$ cat src/rtl/pipeline_hazard_ctrl.sv
// pipeline_hazard_ctrl: prioritized hold/flush sequencer for the 5-stage RV32IM pipeline.
// Define MULDIV_STALL_EN to enable multi-cycle divide sequencing (DIVWAIT, DIV_START).
module pipeline_hazard_ctrl #(
  parameter int unsigned DIV_CYCLES = 8
) (
  input  logic        CLK,
  input  logic        RESET,
  input  logic        IMEM_BUSYWAIT,
  input  logic        DMEM_BUSYWAIT,
  input  logic [4:0]  ID_RS1,
  input  logic [4:0]  ID_RS2,
  input  logic        ID_USES_RS1,
  input  logic        ID_USES_RS2,
  input  logic [4:0]  EX_DESREG,
  input  logic        EX_MEMREAD,
  input  logic        EX_REDIRECT,
  input  logic        EX_DIV,
  output logic        PC_HOLD,
  output logic        IFID_HOLD,
  output logic        IDEX_HOLD,
  output logic        EXMEM_HOLD,
  output logic        MEMWB_HOLD,
  output logic        IFID_FLUSH,
  output logic        IDEX_FLUSH,
  output logic        EXMEM_FLUSH,
  output logic        DIV_START,
  output logic [31:0] STALL_COUNT
);

  localparam logic [0:0] ST_RUN      = 1'b0;
  localparam logic [0:0] ST_DIVWAIT  = 1'b1;
  localparam logic [4:0] LP_CNT_INIT = 5'(DIV_CYCLES - 2);

  logic        w_load_use;
  logic        w_div_hold;
  logic        w_div_start;
  logic [31:0] r_stall_count;

  assign w_load_use = EX_MEMREAD && (EX_DESREG != '0) &&
                      ((ID_USES_RS1 && (ID_RS1 == EX_DESREG)) ||
                       (ID_USES_RS2 && (ID_RS2 == EX_DESREG)));

`ifdef MULDIV_STALL_EN
  logic [0:0] r_state;
  logic [4:0] r_cnt;

  assign w_div_hold  = (r_state == ST_DIVWAIT) && (r_cnt != '0);
  assign w_div_start = (r_state == ST_RUN) && EX_DIV;

  // CNT keeps draining through freezes; only the state change waits for the freeze to end.
  always_ff @(posedge CLK) begin
    if (RESET) begin
      r_state <= ST_RUN;
      r_cnt   <= '0;
    end else begin
      if (r_cnt != '0)
        r_cnt <= r_cnt - 5'd1;
      if (!DMEM_BUSYWAIT) begin
        if (w_div_start) begin
          r_state <= ST_DIVWAIT;
          r_cnt   <= LP_CNT_INIT;
        end else if ((r_state == ST_DIVWAIT) && (r_cnt == '0)) begin
          r_state <= ST_RUN;
        end
      end
    end
  end
`else
  logic w_unused_div;
  assign w_unused_div = ^{EX_DIV, LP_CNT_INIT, ST_RUN, ST_DIVWAIT};
  assign w_div_hold   = 1'b0;
  assign w_div_start  = 1'b0;
`endif

  always_comb begin
    PC_HOLD     = 1'b0;
    IFID_HOLD   = 1'b0;
    IDEX_HOLD   = 1'b0;
    EXMEM_HOLD  = 1'b0;
    MEMWB_HOLD  = 1'b0;
    IFID_FLUSH  = 1'b0;
    IDEX_FLUSH  = 1'b0;
    EXMEM_FLUSH = 1'b0;
    DIV_START   = 1'b0;
    if (RESET) begin
      IFID_FLUSH  = 1'b1;
      IDEX_FLUSH  = 1'b1;
      EXMEM_FLUSH = 1'b1;
    end else if (DMEM_BUSYWAIT) begin
      PC_HOLD    = 1'b1;
      IFID_HOLD  = 1'b1;
      IDEX_HOLD  = 1'b1;
      EXMEM_HOLD = 1'b1;
      MEMWB_HOLD = 1'b1;
    end else if (w_div_hold || w_div_start) begin
      PC_HOLD     = 1'b1;
      IFID_HOLD   = 1'b1;
      IDEX_HOLD   = 1'b1;
      EXMEM_FLUSH = 1'b1;
      DIV_START   = w_div_start;
    end else if (EX_REDIRECT) begin
      IFID_FLUSH = 1'b1;
      IDEX_FLUSH = 1'b1;
    end else if (w_load_use) begin
      PC_HOLD    = 1'b1;
      IFID_HOLD  = 1'b1;
      IDEX_FLUSH = 1'b1;
    end else if (IMEM_BUSYWAIT) begin
      PC_HOLD    = 1'b1;
      IFID_FLUSH = 1'b1;
    end
  end

  always_ff @(posedge CLK) begin
    if (RESET)
      r_stall_count <= '0;
    else if (PC_HOLD)
      r_stall_count <= r_stall_count + 32'd1;
  end

  assign STALL_COUNT = r_stall_count;

endmodule

$ cat config.mk
export PLATFORM = sky130hd
export DESIGN_NAME = pipeline_hazard_ctrl
export DESIGN_NICKNAME = d
export VERILOG_FILES = /design/src/rtl/pipeline_hazard_ctrl.sv
export SDC_FILE = /design/constraint.sdc
export NUM_CORES = 1
export LEC_CHECK = 0
export ABC_AREA = 1
export BUFFER_PORTS_ARGS = -buffer_cell sky130_fd_sc_hd__buf_2
export CAP_MARGIN = 20
export CORE_MARGIN = 5
export CORE_UTILIZATION = 40
export DETAILED_ROUTE_END_ITERATION = 10
export HOLD_SLACK_MARGIN = 0.1
export PLACE_DENSITY = 0.65
export SYNTH_ARGS = -nofsm -noshare
export SYNTH_HDL_FRONTEND = slang
export SYNTH_SLANG_ARGS = --single-unit
$ cat constraint.sdc
create_clock -name CLK -period 2.7 [get_ports CLK]
set_input_delay 0.27 -clock CLK [delete_from_list [all_inputs] [get_ports CLK]]
set_output_delay 0.27 -clock CLK [all_outputs]
set_load 0.005 [all_outputs]
==> results of run 1 <==
-- cell type report --
| cell class | instances | area, µm² |
|---|---|---|
| Fill cell | 529 | 2400 |
| Multi-Input combinational cell | 244 | 1080 |
| Sequential cell | 32 | 641 |
| Timing Repair Buffer | 65 | 333 |
| Inverter | 50 | 188 |
| Clock buffer | 8 | 90.1 |
| Tap cell | 67 | 83.8 |
-- cell usage after synthesis (all sizes together) --
cell type  count
inv           49
nor3           2
ha             1
clkinv         1
nand2         96
dfxtp         32
o21ai          3
and3           1
nor2          65
buf           11
nand3         40
clkbuf         3
conb           1
a21oi         32
nand4          3
-- cells by family after synthesis --
group / after synthesis
buf+inv: 64
simple gates: 207
fa+ha+maj: 1
other cells: 1
flops: 32
compound gates: 35
-- per-stage QoR --
step	hold slack [ns]	total power (µW)	std cells	instance area (µm²)
floorplan	0.482	576	340	2020
global placement	0.490	604	458	2320
detailed placement	0.502	606	458	2320
CTS	0.518	989	466	2410
global route	0.540	1030	466	2410
finish	0.511	975	466	2410
-- worst max-delay path, stage by stage, from the launching register on --
cell     delay [ns]
dfxtp_1        0.42
ha_1           0.22
nand3_1        0.12
nor2_2         0.19
nand3_2        0.15
nor2_4         0.17
nand4_1        0.18
nor2_1         0.18
nand3_1        0.09
nand2_1        0.07
nor2_1         0.04
-- where the power goes --
| part | total, µW | switching (µW) | leakage [µW] | internal [µW] |
|---|---|---|---|---|
| Clock | 381 | 173 | 0.0000455 | 208 |
| Combinational | 114 | 68.8 | 0.00104 | 44.8 |
| Sequential | 481 | 5.06 | 0.000258 | 476 |
-- worst max path at each step --
stage              startpoint  slack (ns)              end  cells past startpoint
2_1_floorplan  STALL_COUNT[0]        1.06  STALL_COUNT[30]                     10
5_1_grt        STALL_COUNT[0]        0.58  STALL_COUNT[30]                     10
6_report       STALL_COUNT[0]        0.77  STALL_COUNT[30]                     10
3_3_place_gp   STALL_COUNT[0]        0.82  STALL_COUNT[30]                     10
4_1_cts        STALL_COUNT[0]        0.76  STALL_COUNT[30]                     10
3_5_place_dp   STALL_COUNT[0]        0.78  STALL_COUNT[30]                     10
-- metal layers --
metal / vias up / global-route usage (%) / wire, µm
met5: - / 0 / 0
li1: 1161 / - / -
met3: 4 / 3.22 / 225
met1: 903 / 17.8 / 2180
met2: 43 / 24.5 / 2050
met4: 0 / 4.90 / 41
-- placed cells by master (no fill, tap or decap) --
| cell | n |
|---|---|
| nor2_2 | 3 |
| nand3_2 | 4 |
| nand2_1 | 96 |
| conb_1 | 1 |
| nand4_1 | 2 |
| nor3_1 | 2 |
| nor2_4 | 2 |
| nand4_2 | 1 |
| clkbuf_1 | 2 |
| nand3_1 | 36 |
| o21ai_0 | 2 |
| o21ai_1 | 1 |
| buf_2 | 62 |
| clkbuf_8 | 6 |
| ha_1 | 1 |
| a21oi_1 | 32 |
| inv_2 | 4 |
| buf_4 | 3 |
| inv_1 | 45 |
| clkinv_1 | 1 |
| nor2_1 | 60 |
| and3_1 | 1 |
| dfxtp_1 | 32 |
==> results.yml, run 1 <==
setup_path:
  crit_path_end_kind: "flop"
  reg2reg_from: "STALL_COUNT[0]"
  r2r_slack_ns: 0.77
  reg2reg_to: "STALL_COUNT[30]"
  cp_max_fo: 6
  r2r_cells: 10
  critPathLaunchType: "flop"
  worstPathArrival_ns: 2.11
  critical_path_class: "reg -> reg"
  worst_ep_required_time_ns: 2.88
clock_network:
  insertion_delay_ns: 0.28
  cts_root_buffer: "clkbuf_8"
  cts_htree_levels: 2
  cts_hold_buf: 0
  post_cts_resized: 0
  cts.reportedPaths.clkPinSlew_ns: 0.07
  postCtsSetupRepairBufs: 0
  cts_tree: "built"
  cts.sinks: 32
  cts_buffer_depth: 2
  cts_buffers: 5
floorplan:
  die_h_um: 81.1
  start_util_pct: 42.0
  coreArea_um2: 4820
  die-area_um2: 6580
  rows: 25
  dieWidth_um: 81.1
  io_pins: 65
sta:
  fin_skew_ns: 0.00373
  hold_viol: 0
  max_freq_mhz: 519
  layout_min_cycle_time_ns: 1.93
  post-route-period-util_pct: 71.4
  rsz0062_at_grt: "no"
  drv_slew: 0
  setup_viol: 0
  fin_ws_ns: 0.772
  tns_ns: 0
pwr:
  vdd_drop_max_uv: 159
  p_leak_uw: 0.00134
  power_density_nw_per_um2: 404
place:
  dp_slack_ns: 0.784
  gp_congestion: 0.765
  numPortBuffers: 62
  hpwl_um: 3370
finish:
  drive_gt1_share_pct: 21.3
  largest_reg_flops: 32
  area_growth_pct: 19.4
  n_antenna_cell: 0
  final_core_util_pct: 50.1
  nNetsFinal: 423
routing:
  drt_first_pass_iters: 4
  num_vias: 2111
  wl_per_cell_um: 9.64
  wirelength_um: 4490
  viasPerCell: 4.53
  ant_nets: 0
  drc: 0
  drt_iter0_drc: 89
global_routing:
  track_usage_pct: 14.4
  grt_pass1_vias: 1882
  grt_overflow: 0
  antenna_found_initial: 0
  grt_pass1_wl_um: 7680
  grt_max_degree: 35
hold_path:
  hold_depth: 2
  hold_class: "reg -> reg"
  hold_end: "STALL_COUNT[16]"
  hp-start: "STALL_COUNT[16]"
synth:
  synthAdderAreaFrac_pct: 0.619
  synth.area.top_cells: "dfxtp_1, nand2_1, nor2_1"
  syn-num-nets: 365
  syn_area_um2: 2020
  yosys_warnings: 0
  synth.area.mux_share_pct: 0
  yosys_register_bits: 32
  yosys.area_share.simple_pct: 43.9
  synth_area_per_cell_um2: 5.95
  ys_seq_area_share_pct: 31.7
  synth_top_family_by_area: "simple AND/OR/NAND/NOR gates"
  yosysTopAreaCellShare_pct: 31.7
  syn-instance-count: 340
  synth-compound-area-share_pct: 8.66
  synth_xor_xnor_area_share_pct: 0
  yosysTopAreaCell: "dfxtp_1"
  ys_types: 23
run:
  cap_violations: 0
outcome:
  outcome: "finished, final reports clean"
Note: power is estimated with default switching activity, not from simulation.
==> run 2, diff against run 1 <==
--- a/config.mk
+++ b/config.mk
@@ -12,7 +12,7 @@
 export CORE_UTILIZATION = 40
 export DETAILED_ROUTE_END_ITERATION = 10
 export HOLD_SLACK_MARGIN = 0.1
-export PLACE_DENSITY = 0.65
+export PLACE_DENSITY = 0.68
 export SYNTH_ARGS = -nofsm -noshare
 export SYNTH_HDL_FRONTEND = slang
 export SYNTH_SLANG_ARGS = --single-unit
==> constraint.sdc (replaced) <==
create_clock -name CLK -period 1.6 [get_ports CLK]
set_input_delay 0.16 -clock CLK [delete_from_list [all_inputs] [get_ports CLK]]
set_output_delay 0.16 -clock CLK [all_outputs]
set_load 0.005 [all_outputs]
==> results.yml, run 2 (same netlist as run 1, synthesis figures left out) <==
clock_network:
  cts_tree: "built"
  cts.reportedPaths.clkPinSlew_ns: 0.07
  cts_buffers: 5
  cts_root_buffer: "clkbuf_8"
  cts.sinks: 32
  cts_buffer_depth: 2
  cts_htree_levels: 2
  cts_hold_buf: 0
  insertion_delay_ns: 0.29
routing:
  num_vias: 2228
  wirelength_um: 4800
  drt_first_pass_iters: 4
  drc: 0
  drt_iter0_drc: 95
  ant_nets: 0
  viasPerCell: 4.61
  wl_per_cell_um: 9.93
sta:
  fin_skew_ns: 0.00541
  layout_min_cycle_time_ns: 1.58
  holdWs_ns: 0.497
  fin_ws_ns: 0.0233
  max_freq_mhz: 634
  drv_slew: 0
  rsz0062_at_grt: "yes"
  post-route-period-util_pct: 98.5
  setup_viol: 0
  hold_viol: 0
finish:
  regArea_um2: 648
  area_growth_pct: 34.5
  nNetsFinal: 441
  fillers: 483
  multi_input_area_um2: 1200
  largest_reg_flops: 32
  final_common_cell: "nand2_1"
  drive_gt1_share_pct: 29.6
  n_antenna_cell: 0
  final_core_util_pct: 56.5
  final_cell_mix: "nand2_1, buf_2, nor2_1, inv_1, a21oi_1"
global_routing:
  grt_pass1_vias: 1837
  grt_max_degree: 39
  antenna_found_initial: 0
  grt_overflow: 0
  track_usage_pct: 14.4
  grt_pass1_wl_um: 7620
pwr:
  p_leak_uw: 0.00148
  sw_frac_of_total_pct: 25.2
  vdd_drop_max_uv: 412
  clkPwrFrac_pct: 39.4
  p_seq_share_pct: 47.1
  pwr-share-comb_pct: 13.5
  p_switching_uw: 435
  intPower_uw: 1290
  power_density_nw_per_um2: 634
outcome:
  outcome: "finished, final reports clean"
floorplan:
  rows: 25
  io_pins: 65
  coreArea_um2: 4820
  start_util_pct: 42.0
  dieWidth_um: 81.1
  die-area_um2: 6580
  die_h_um: 81.1
place:
  hpwl_um: 3530
  gp_congestion: 0.766
  numPortBuffers: 62
  dp_slack_ns: -0.0210
setup_path:
  crit_path_end_kind: "flop"
  worstPathArrival_ns: 1.76
  critPathLaunchType: "flop"
  cp_max_fo: 5
  r2r_cells: 10
  critical_path_class: "reg -> reg"
  worst_ep_required_time_ns: 1.78
hold_path:
  hold_depth: 5
  hold_class: "in -> reg"
run:
  cap_violations: 0
[run 2: layout make-up]
| class | count | area share [%] |
|---|---|---|
| Clock buffer | 7 | 3.54 |
| Inverter | 50 | 6.99 |
| Multi-Input combinational cell | 244 | 44.2 |
| Sequential cell | 32 | 23.8 |
| Tap cell | 67 | 3.08 |
| Timing Repair Buffer | 83 | 18.4 |
[run 2: timing repair]
action / 4_1_cts / 5_1_grt
resized for setup: 0 / 27
pin swaps: 3 / 16
setup endpoints to repair: 1 / 13
buffers inserted: 0 / 2
[run 2: path summary, 6_finish.rpt]
check                                startpoint         endpoint  slack [ns]
worst max-delay path             STALL_COUNT[0]  STALL_COUNT[31]        0.02
worst min-delay path                      RESET  STALL_COUNT[20]        0.50
worst max register to register   STALL_COUNT[0]  STALL_COUNT[31]        0.02
worst min register to register  STALL_COUNT[16]  STALL_COUNT[16]        0.52
[run 2: power groups by stage]
stage	clock, µW	combinational [µW]	sequential, µW
after floorplan	0	146	832
after global placement	0	220	829
after detailed placement	0	225	829
after CTS	702	226	811
after global routing	739	262	813
final	680	232	813
[run 2: stage by stage]
stage	setup TNS, ns	power (µW)	cells	instance area [µm²]
after floorplan	0	978	340	2050
after global placement	0	1050	474	2500
after detailed placement	-0.0210	1050	474	2500
after CTS	0	1740	481	2590
after global routing	-0.732	1810	483	2720
final	0	1730	483	2720
[run 2: worst max-delay path: stages (launching register included)]
cell and delay (ns):
dfxtp_4 0.37, buf_6 0.10, nand3_4 0.08, nor2_4 0.15, nand3_4 0.10, nor2_4 0.17, nand4_4 0.17, nor2_4 0.17
nand3_2 0.08, nand2_2 0.06, nor2_1 0.04
[run 2: per-layer routing]
metal | track usage [%] | vias to the layer above | wire (µm)
met2 | 23.9 | 55 | 2250
met1 | 17.8 | 962 | 2190
li1 | - | 1204 | -
met5 | 0 | - | 0
met3 | 3.66 | 7 | 289
met4 | 5.57 | 0 | 68
==> run 3, diff against run 2 <==
--- a/config.mk
+++ b/config.mk
@@ -5,14 +5,16 @@
 export SDC_FILE = /design/constraint.sdc
 export NUM_CORES = 1
 export LEC_CHECK = 0
-export ABC_AREA = 1
 export BUFFER_PORTS_ARGS = -buffer_cell sky130_fd_sc_hd__buf_2
 export CAP_MARGIN = 20
+export CELL_PAD_IN_SITES_DETAIL_PLACEMENT = 2
+export CELL_PAD_IN_SITES_GLOBAL_PLACEMENT = 2
 export CORE_MARGIN = 5
-export CORE_UTILIZATION = 40
+export CORE_UTILIZATION = 25
 export DETAILED_ROUTE_END_ITERATION = 10
 export HOLD_SLACK_MARGIN = 0.1
-export PLACE_DENSITY = 0.68
+export PLACE_DENSITY_LB_ADDON = 0.1
+export SKIP_LAST_GASP = 1
 export SYNTH_ARGS = -nofsm -noshare
 export SYNTH_HDL_FRONTEND = slang
 export SYNTH_SLANG_ARGS = --single-unit
==> results.yml, run 3 <==
outcome:
  outcome: "finished, violations left"
  violations: "setup timing"
finish:
  multi_input_area_um2: 1350
  fillers: 816
  largest_reg_flops: 32
  drive_gt1_share_pct: 57.5
  final_cell_mix: "buf_4, buf_2, dfxtp_1, a21oi_1, o31ai_1"
  area_growth_pct: 74.5
  final_cells: 450
  nNetsFinal: 375
  n_antenna_cell: 0
  regArea_um2: 653
  final_common_cell: "buf_4"
global_routing:
  grt_overflow: 0
  track_usage_pct: 16.5
  grt_max_degree: 22
  grt_pass1_vias: 2552
  grt_pass1_wl_um: 12100
  antenna_found_initial: 0
routing:
  drt_first_pass_iters: 4
  wirelength_um: 7730
  ant_nets: 0
  drt_iter0_drc: 63
  viasPerCell: 5.03
  wl_per_cell_um: 17.2
  num_vias: 2264
  drc: 0
synth:
  syn-num-nets: 249
  synth_ff_type: "dfxtp_1"
  yosys.area_share.simple_pct: 28.6
  synth_xor_xnor_area_share_pct: 5.17
  synth.area.mux_share_pct: 1.14
  yosys_warnings: 0
  async_reset_ff_share_pct: 0
  yosys_register_bits: 32
  yosysTopAreaCellShare_pct: 34.4
  yosysTopAreaCell: "dfxtp_1"
  synth_area_per_cell_um2: 8.31
  synth-compound-area-share_pct: 23.3
  synth_edf_count: 0
  syn-instance-count: 224
  ys_seq_area_share_pct: 34.4
  yosys-top-cells-count: "a21oi_1, dfxtp_1, or4_1"
  synthAdderAreaFrac_pct: 0.672
  ys_types: 40
  synth_top_family_by_area: "simple AND/OR/NAND/NOR gates"
  synth.area.top_cells: "dfxtp_1, a21oi_1, or4_1"
  syn_area_um2: 1860
place:
  dp_slack_ns: -0.386
  gp_congestion: 0.742
  hpwl_um: 5240
  dp_cells: 426
  numPortBuffers: 62
setup_path:
  critPathLaunchType: "flop"
  cp_max_fo: 17
  r2r_slack_ns: -0.23
  critical_path_class: "reg -> reg"
  r2r_cells: 7
  reg2reg_from: "STALL_COUNT[5]"
  worstPathArrival_ns: 2.05
  crit_path_end_kind: "flop"
  worst_ep_required_time_ns: 1.82
  reg2reg_to: "STALL_COUNT[27]"
clock_network:
  cts.reportedPaths.clkPinSlew_ns: 0.08
  cts_buffer_depth: 2
  cts_tree: "built"
  cts_htree_levels: 2
  cts_hold_buf: 0
  insertion_delay_ns: 0.29
  cts_buffers: 5
  cts.sinks: 32
  cts_root_buffer: "clkbuf_8"
sta:
  max_freq_mhz: 546
  rsz0062_at_grt: "yes"
  post-route-period-util_pct: 114
  tns_ns: -4.25
  drv_slew: 0
  fin_ws_ns: -0.232
  setup_viol: 27
  fin_skew_ns: 0.00866
  hold_viol: 0
  layout_min_cycle_time_ns: 1.83
floorplan:
  die_h_um: 96.3
  io_pins: 65
  start_util_pct: 25.7
  die-area_um2: 9270
  dieWidth_um: 96.3
  rows: 31
  coreArea_um2: 7250
pwr:
  p_leak_uw: 0.00134
  vdd_drop_max_uv: 285
  finalPower_uw: 1880
  power_density_nw_per_um2: 577
hold_path:
  hold_depth: 2
  hp-start: "RESET"
  hold_class: "in -> reg"
  hold_end: "STALL_COUNT[0]"
run:
  cap_violations: 0
run 3: what timing repair did:
action	in CTS	in global routing
gates resized for setup	30	33
pin swaps	18	16
buffers inserted	8	7
setup endpoints to repair	28	34
gates cloned	1	2
run 3: critical path, stage by stage (launching register included):
cell,delay [ns]
dfxtp_2,0.34
and4_4,0.24
nand3_4,0.10
nor2_4,0.12
a31oi_4,0.12
buf_12,0.17
or4_1,0.53
a21oi_2,0.14
run 3: report_power, final:
part	switching, µW	internal [µW]	total, µW
logic	128	147	276
registers	10.3	804	814
clock network	322	463	785
run 3: cell type report:
cell class | count | area share (%)
tap | 99 | 3.81
clock inverter | 2 | 1.08
clock buffer | 6 | 2.23
timing repair buffer | 135 | 30.7
multi-input combinational | 172 | 41.7
sequential | 32 | 20.1
inverter | 4 | 0.462
run 3: cells by family after synthesis:
kind of cell             count (synthesis)
flip-flops                              32
other                                    1
multiplexers                             2
AND/OR/NAND/NOR                         90
XOR/XNOR                                11
buffers and inverters                   20
adder cells (fa/ha/maj)                  1
AO/OA/AOI/OAI                           67
run 3: worst max path at each step:
stage,start,end
after detailed placement,EX_DESREG[4],STALL_COUNT[23]
after CTS,STALL_COUNT[6],STALL_COUNT[25]
after global placement,EX_DESREG[3],STALL_COUNT[23]
final,STALL_COUNT[5],STALL_COUNT[27]
after global routing,STALL_COUNT[5],STALL_COUNT[27]
after floorplan,STALL_COUNT[3],STALL_COUNT[28]
run 3: metrics by stage:
| step | utilization (%) | instance area, µm² | hold slack, ns |
|---|---|---|---|
| floorplan | - | 1910 | 0.385 |
| detailed placement | 37.2 | 2700 | 0.488 |
| finish | 44.8 | 3250 | 0.310 |
| global placement | 37.2 | 2700 | 0.474 |
| global route | 44.8 | 3250 | 0.344 |
| CTS | 41.7 | 3020 | 0.302 |
run 3: layer usage:
| layer | GRT usage (%) | wire length [µm] | share of wire, % |
|---|---|---|---|
| met5 | 0 | 0 | 0 |
| met4 | 3.97 | 78 | 1.0 |
| met3 | 3.99 | 344 | 4.5 |
| met2 | 30.8 | 4140 | 54 |
| met1 | 18.6 | 3170 | 41 |
